===== src/rtl/sqrt_stream_pkg.sv =====
// Shared types and sizing helpers for the streaming restoring square-root unit.
package sqrt_stream_pkg;

  typedef enum logic [1:0] {
    IDLE = 2'd0,
    CALC = 2'd1,
    RND  = 2'd2,
    DONE = 2'd3
  } state_e;

  function automatic int iter_f(input int n, input int q);
    return (n + q) / 2;
  endfunction

  function automatic int cycles_f(input int iter, input int unroll);
    return (iter + unroll - 1) / unroll;
  endfunction

endpackage


===== src/rtl/sqrt_step.sv =====
// One combinational digit of the restoring square root: trial subtract,
// choose the root bit, then bring down the next two radicand bits.
module sqrt_step #(
  parameter int N = 8
) (
  input  logic [N+1:0] ac_in,
  input  logic [N-1:0] x_in,
  input  logic [N-1:0] q_in,
  output logic [N+1:0] ac_next,
  output logic [N-1:0] x_next,
  output logic [N-1:0] q_next
);

  logic [N+1:0]   test;
  logic [N+1:0]   ac_t;
  logic [2*N+1:0] shifted;

  always_comb begin
    test = ac_in - {q_in, 2'b01};
    if (!test[N+1]) begin
      ac_t   = test;
      q_next = {q_in[N-2:0], 1'b1};
    end else begin
      ac_t   = ac_in;
      q_next = {q_in[N-2:0], 1'b0};
    end
    shifted = {ac_t, x_in} << 2;
    ac_next = shifted[2*N+1:N];
    x_next  = shifted[N-1:0];
  end

endmodule


===== src/rtl/sqrt_stream.sv =====
// Streaming fixed-point square root, UNROLL restoring iterations per clock.
// Define SQRT_STREAM_ROUND_EN to add a one-cycle round-to-nearest stage.
module sqrt_stream
  import sqrt_stream_pkg::*;
#(
  parameter int N      = 8,
  parameter int Q      = 0,
  parameter int UNROLL = 1
) (
  input  logic         clk_in,
  input  logic         rst_n_in,
  input  logic         abort_in,
  input  logic         in_valid_in,
  output logic         in_ready_out,
  input  logic [N-1:0] rad_in,
  output logic         out_valid_out,
  input  logic         out_ready_in,
  output logic [N-1:0] root_out,
  output logic [N-1:0] rem_out,
  output logic         exact_out,
  output logic         busy_out
);

  localparam int ITER       = iter_f(N, Q);
  localparam int CYCLES     = cycles_f(ITER, UNROLL);
  localparam int CNT_W      = $clog2(CYCLES + 1);
  localparam int LAST_ITERS = ITER - (CYCLES - 1) * UNROLL;

  if ((N + Q) % 2 != 0) begin : g_bad_nq
    $error("sqrt_stream: N+Q must be even");
  end
  if (UNROLL < 1 || UNROLL > ITER) begin : g_bad_unroll
    $error("sqrt_stream: UNROLL must lie in 1..ITER");
  end

  state_e     state_q, state_d;
  logic [N+1:0] ac_q, ac_d;
  logic [N-1:0] x_q, x_d, q_q, q_d;
  logic [CNT_W-1:0] count_q, count_d;
  logic [N-1:0] root_q, root_d, rem_q, rem_d;
  logic         exact_q, exact_d;
  logic         in_ready_q, out_valid_q, busy_q;
  logic         last_cycle;

  assign last_cycle = (count_q == CNT_W'(CYCLES - 1));

  // Stages past the end of a short final cycle pass their inputs through.
  for (genvar s = 0; s < UNROLL; s++) begin : g_stage
    logic [N+1:0] ac_i, ac_n, ac_o;
    logic [N-1:0] x_i, x_n, x_o, q_i, q_n, q_o;
    logic         en;
    if (s == 0) begin : g_first
      assign ac_i = ac_q;
      assign x_i  = x_q;
      assign q_i  = q_q;
    end else begin : g_chain
      assign ac_i = g_stage[s-1].ac_o;
      assign x_i  = g_stage[s-1].x_o;
      assign q_i  = g_stage[s-1].q_o;
    end
    sqrt_step #(.N(N)) u_step (
      .ac_in  (ac_i),
      .x_in   (x_i),
      .q_in   (q_i),
      .ac_next(ac_n),
      .x_next (x_n),
      .q_next (q_n)
    );
    assign en   = !last_cycle || (s < LAST_ITERS);
    assign ac_o = en ? ac_n : ac_i;
    assign x_o  = en ? x_n  : x_i;
    assign q_o  = en ? q_n  : q_i;
  end

  logic [N+1:0] ac_fin;
  logic [N-1:0] rem_fin;
  assign ac_fin  = g_stage[UNROLL-1].ac_o;
  assign rem_fin = ac_fin[N+1:2];

  always_comb begin
    state_d = state_q;
    ac_d    = ac_q;
    x_d     = x_q;
    q_d     = q_q;
    count_d = count_q;
    root_d  = root_q;
    rem_d   = rem_q;
    exact_d = exact_q;
    if (abort_in) begin
      state_d = IDLE;
    end else begin
      case (state_q)
        IDLE: begin
          if (in_valid_in) begin
            {ac_d, x_d} = {{N{1'b0}}, rad_in, 2'b00};
            q_d         = '0;
            count_d     = '0;
            state_d     = CALC;
          end
        end
        CALC: begin
          ac_d    = ac_fin;
          x_d     = g_stage[UNROLL-1].x_o;
          q_d     = g_stage[UNROLL-1].q_o;
          count_d = count_q + CNT_W'(1);
          if (last_cycle) begin
            root_d  = g_stage[UNROLL-1].q_o;
            rem_d   = rem_fin;
            exact_d = (rem_fin == '0);
`ifdef SQRT_STREAM_ROUND_EN
            state_d = RND;
`else
            state_d = DONE;
`endif
          end
        end
`ifdef SQRT_STREAM_ROUND_EN
        // rem > root means rad lies past (root+0.5)^2, so round up.
        RND: begin
          if (rem_q > root_q) root_d = root_q + N'(1);
          state_d = DONE;
        end
`endif
        DONE: begin
          if (out_ready_in) state_d = IDLE;
        end
        default: state_d = IDLE;
      endcase
    end
  end

  always_ff @(posedge clk_in or negedge rst_n_in) begin
    if (!rst_n_in) begin
      state_q     <= IDLE;
      ac_q        <= '0;
      x_q         <= '0;
      q_q         <= '0;
      count_q     <= '0;
      root_q      <= '0;
      rem_q       <= '0;
      exact_q     <= 1'b0;
      in_ready_q  <= 1'b1;
      out_valid_q <= 1'b0;
      busy_q      <= 1'b0;
    end else begin
      state_q     <= state_d;
      ac_q        <= ac_d;
      x_q         <= x_d;
      q_q         <= q_d;
      count_q     <= count_d;
      root_q      <= root_d;
      rem_q       <= rem_d;
      exact_q     <= exact_d;
      in_ready_q  <= (state_d == IDLE);
      out_valid_q <= (state_d == DONE);
      busy_q      <= (state_d == CALC) || (state_d == RND);
    end
  end

  assign in_ready_out  = in_ready_q;
  assign out_valid_out = out_valid_q;
  assign busy_out      = busy_q;
  assign root_out      = root_q;
  assign rem_out       = rem_q;
  assign exact_out     = exact_q;

endmodule


===== config.mk =====
export PLATFORM = sky130hd
export DESIGN_NAME = sqrt_stream
export DESIGN_NICKNAME = d
export VERILOG_FILES = /design/src/rtl/sqrt_stream_pkg.sv /design/src/rtl/sqrt_step.sv /design/src/rtl/sqrt_stream.sv
export SDC_FILE = /design/constraint.sdc
export NUM_CORES = 1
export LEC_CHECK = 0
export BUFFER_PORTS_ARGS = -buffer_cell sky130_fd_sc_hd__buf_2
export CORE_ASPECT_RATIO = 1.1
export CORE_MARGIN = 2
export CORE_UTILIZATION = 45
export CTS_BUF_LIST = sky130_fd_sc_hd__clkbuf_16
export CTS_CLUSTER_SIZE = 20
export DETAILED_ROUTE_END_ITERATION = 12
export SYNTH_ARGS = -nofsm -noshare
export SYNTH_HDL_FRONTEND = slang
export SYNTH_SLANG_ARGS = --single-unit
export TNS_END_PERCENT = 1

===== constraint.sdc =====
create_clock -name clk_in -period 3.63 [get_ports clk_in]
set_clock_uncertainty 0.05 [all_clocks]
set_input_delay 0.726 -clock clk_in [delete_from_list [all_inputs] [get_ports clk_in]]
set_output_delay 0.726 -clock clk_in [all_outputs]
set_load 0.01 [all_outputs]

==> out/qor.txt <==
=================================================================================
Die outline height .................................................      81.7 um
Number of synthesized register bits ................................           49
Min-Delay Path Class ............................................... flop to flop
Clk sinks ..........................................................           49
H-tree lvl count ...................................................            2
Routed vias/inst ...................................................         4.96
Global route overflow ..............................................            0
Final core utilization .............................................        53.3%
Syn_nets ...........................................................          279
Post-route DRC violation count .....................................            0
Largest net degree at the start of global routing ..................           50
Top-Level Pins .....................................................           33
Crit path capture type .............................................         flop
Required @ worst endpoint ..........................................      3.79 ns
Number of buffers inserted to repair setup after CTS ...............            0
Number of antenna violations at the first check in global routing ..            0
Top FF cell, synth ................................................. sky130_fd_sc_hd__dfrtp_1
Die Wd .............................................................      74.6 um
Slew @ Worst Pin ...................................................      1.05 ns
Worst endpoint data arrival time ...................................      2.79 ns
Unrepaired setup endpoints after global routing ....................           no
Count of hold-fix buffers inserted at cts ..........................            0
Critical path launch point type ....................................         flop
CTS tree ...........................................................        built
Relative slew slack ................................................        29.7%
Synth warnings .....................................................            0
Drt initial violations .............................................           78
Routed wire length .................................................      4.74 mm
Number of flops mapped to enable cells by yosys ....................            0
Number of instances in the synthesized netlist .....................          254
Pleak ..............................................................      1.37 nW
Count of vias placed by the detailed router ........................         1791
PwrDens ............................................................  838 mW/mm^2
Clock latency of the later-clocked register in the worst-skew pair .      0.29 ns
Type of the setup path with the least slack ........................ flop to flop
Max-slew violation total from the final report .....................            0
Clock root buffer .................................................. sky130_fd_sc_hd__clkbuf_16
Sum of negative setup slack ........................................         0 ns
Final Setup Violations .............................................            0
Area overhead of the layout relative to synthesis ..................        15.0%
Num CTS Buffers ....................................................            5
Final period util ..................................................        72.4%
Worst-case clock buffer depth ......................................            2
Number of antenna-violating nets in the routed design ..............            0
Via count of the first global-routing pass .........................         1785
Die area ........................................................... 0.00609 mm^2
Routed wire length per instance ....................................      13.1 um
Count of buffers from port buffering ...............................           32
Gp weighted congestion .............................................        0.870
Fin Hold WS ........................................................     0.422 ns
Initial Util .......................................................        46.4%
Synthesized area ................................................... 0.00247 mm^2
Minimum period implied by the final worst setup slack ..............      2.63 ns
Sequential share of the synthesized area ...........................        49.7%
Register clock-pin slew on the reported worst setup and hold paths .      0.07 ns
Wire length of the first global-routing pass .......................      8.34 mm
Run status ......................................................... finished clean
Gr usage total .....................................................        18.2%
Number of optimization iterations in the first detailed-route pass .            4
Critical-path maximum fanout .......................................           12
Async set or reset register ratio after synthesis ..................         100%
Filler cell count ..................................................          528
Number of distinct library cells after synthesis ...................           39
Total of max-cap violations ........................................            0
Post-CTS sizing ....................................................            0
Post-layout total power ............................................      2.38 mW
Final HPWL from detailed placement .................................      3.41 mm
Post-Synthesis Mean Instance Area ..................................    9.72 um^2
Maximum clock rate .................................................    0.380 GHz
Number of antenna diodes ...........................................            0
Largest voltage drop on the vdd net ................................     0.361 mV
Placeable core area ................................................ 0.00533 mm^2
Fraction of layout cells with a size suffix above 1 ................        19.9%
Net count reported at finish .......................................          310
Number of core rows ................................................           28
Final-report hold violation count ..................................            0
=================================================================================
sequential cells by signal, summed over array words and instances, names as in the netlist:
signal / cells
state_q: 2
root_out: 8
count_q: 3
exact_out: 1
g_stage.x_i: 6
in_ready_out: 1
ac_q: 10
rem_out: 8
out_valid_out: 1
busy_out: 1
g_stage.q_i: 8
Yosys cell counts (all sizes together), types with 2 or more instances:
library cell,count,area (um^2)
dfrtp,48,1200
o21ai,47,246
nand2,46,173
inv,17,63.8
ha,12,150
mux2i,12,120
clkbuf,9,33.8
a21oi,8,40.0
nor2,8,30.0
nand2b,7,43.8
mux2,4,48.8
nor2b,4,25.0
xnor2,4,42.6
xor2,4,35.0
a22o,2,18.8
buf,2,16.3
nand3,2,10.0
nor3,2,15.0
o2111ai,2,17.5
o31ai,2,15.0
stage by stage:
step | cell area (um^2) | setup slack [ns] | std cells
floorplan | 2470 | 1.53 | 254
global placement | 2700 | 1.05 | 353
detailed placement | 2700 | 1.01 | 353
CTS | 2840 | 0.995 | 361
global route | 2840 | 0.762 | 361
finish | 2840 | 1.00 | 361
power by group:
group	internal, mW	switching [mW]	total [mW]
sequential	0.682	0.0885	0.770
clock	0.250	0.192	0.442
combinational	0.514	0.653	1.17
total	1.45	0.934	2.38
placed cells by master, fill, tap and decap left out, types with 3 or more instances in the layout:
cell                        instances
sky130_fd_sc_hd__a21oi_1            8
sky130_fd_sc_hd__buf_2             32
sky130_fd_sc_hd__buf_4              3
sky130_fd_sc_hd__clkbuf_16          5
sky130_fd_sc_hd__dfrtp_1           48
sky130_fd_sc_hd__ha_1              12
sky130_fd_sc_hd__inv_1             18
sky130_fd_sc_hd__mux2_2             3
sky130_fd_sc_hd__mux2i_1           12
sky130_fd_sc_hd__nand2_1           46
sky130_fd_sc_hd__nand2b_1           7
sky130_fd_sc_hd__nor2_1             8
sky130_fd_sc_hd__nor2b_1            4
sky130_fd_sc_hd__o21ai_0           38
sky130_fd_sc_hd__o21ai_1            5
sky130_fd_sc_hd__o21ai_2            4
sky130_fd_sc_hd__xnor2_1            3
sky130_fd_sc_hd__xor2_1             4
worst max-delay path, cell delays in order, from the launching register on:
cell and delay [ns]:
sky130_fd_sc_hd__dfrtp_1 0.41, sky130_fd_sc_hd__ha_1 0.40, sky130_fd_sc_hd__o211ai_1 0.12, sky130_fd_sc_hd__o21ai_2 0.24
sky130_fd_sc_hd__a31oi_4 0.13, sky130_fd_sc_hd__xnor2_2 0.63, sky130_fd_sc_hd__mux2_2 0.42, sky130_fd_sc_hd__o21ai_0 0.14
layer usage:
layer / share of wire [%] / routed length (um) / track usage, %
met1: 45 / 2160 / 22.9
met2: 50 / 2350 / 31.2
met3: 3.4 / 159 / 3.80
met4: 1.6 / 76 / 5.89
met5: 0 / 0 / 0
cell type report:
| type | instances | area, um^2 | share of cell area [%] |
|---|---|---|---|
| clock buffer | 5 | 125 | 4.41 |
| tap | 75 | 93.8 | 3.31 |
| multi-input combinational | 177 | 1130 | 39.8 |
| inverter | 17 | 63.8 | 2.25 |
| sequential | 49 | 1230 | 43.2 |
| timing repair buffer | 35 | 183 | 6.43 |
| clock inverter | 3 | 15.0 | 0.529 |
cells by family after synthesis:
logic type | count (synthesis) | share of synthesized area [%]
mux | 16 | 6.84
fa+ha+maj | 12 | 6.08
buf+inv | 28 | 4.61
flops | 49 | 49.7
compound gates | 66 | 15.8
xor+xnor | 8 | 3.14
simple gates | 75 | 13.8
final timing paths:
check	slack [ns]	end	startpoint	depth (start not counted)
min in group asynchronous	0.57	g_stage[0].q_i[7]	rst_n_in	1
max in group asynchronous	2.24	in_ready_out	rst_n_in	2
hold reg to reg	0.42	root_out[6]	root_out[6]	2
setup / recovery	1.00	rem_out[1]	ac_q[2]	7
hold / removal	0.42	root_out[6]	root_out[6]	2
setup reg to reg	1.00	rem_out[1]	ac_q[2]	7
Power figures use the tool's default switching activity.
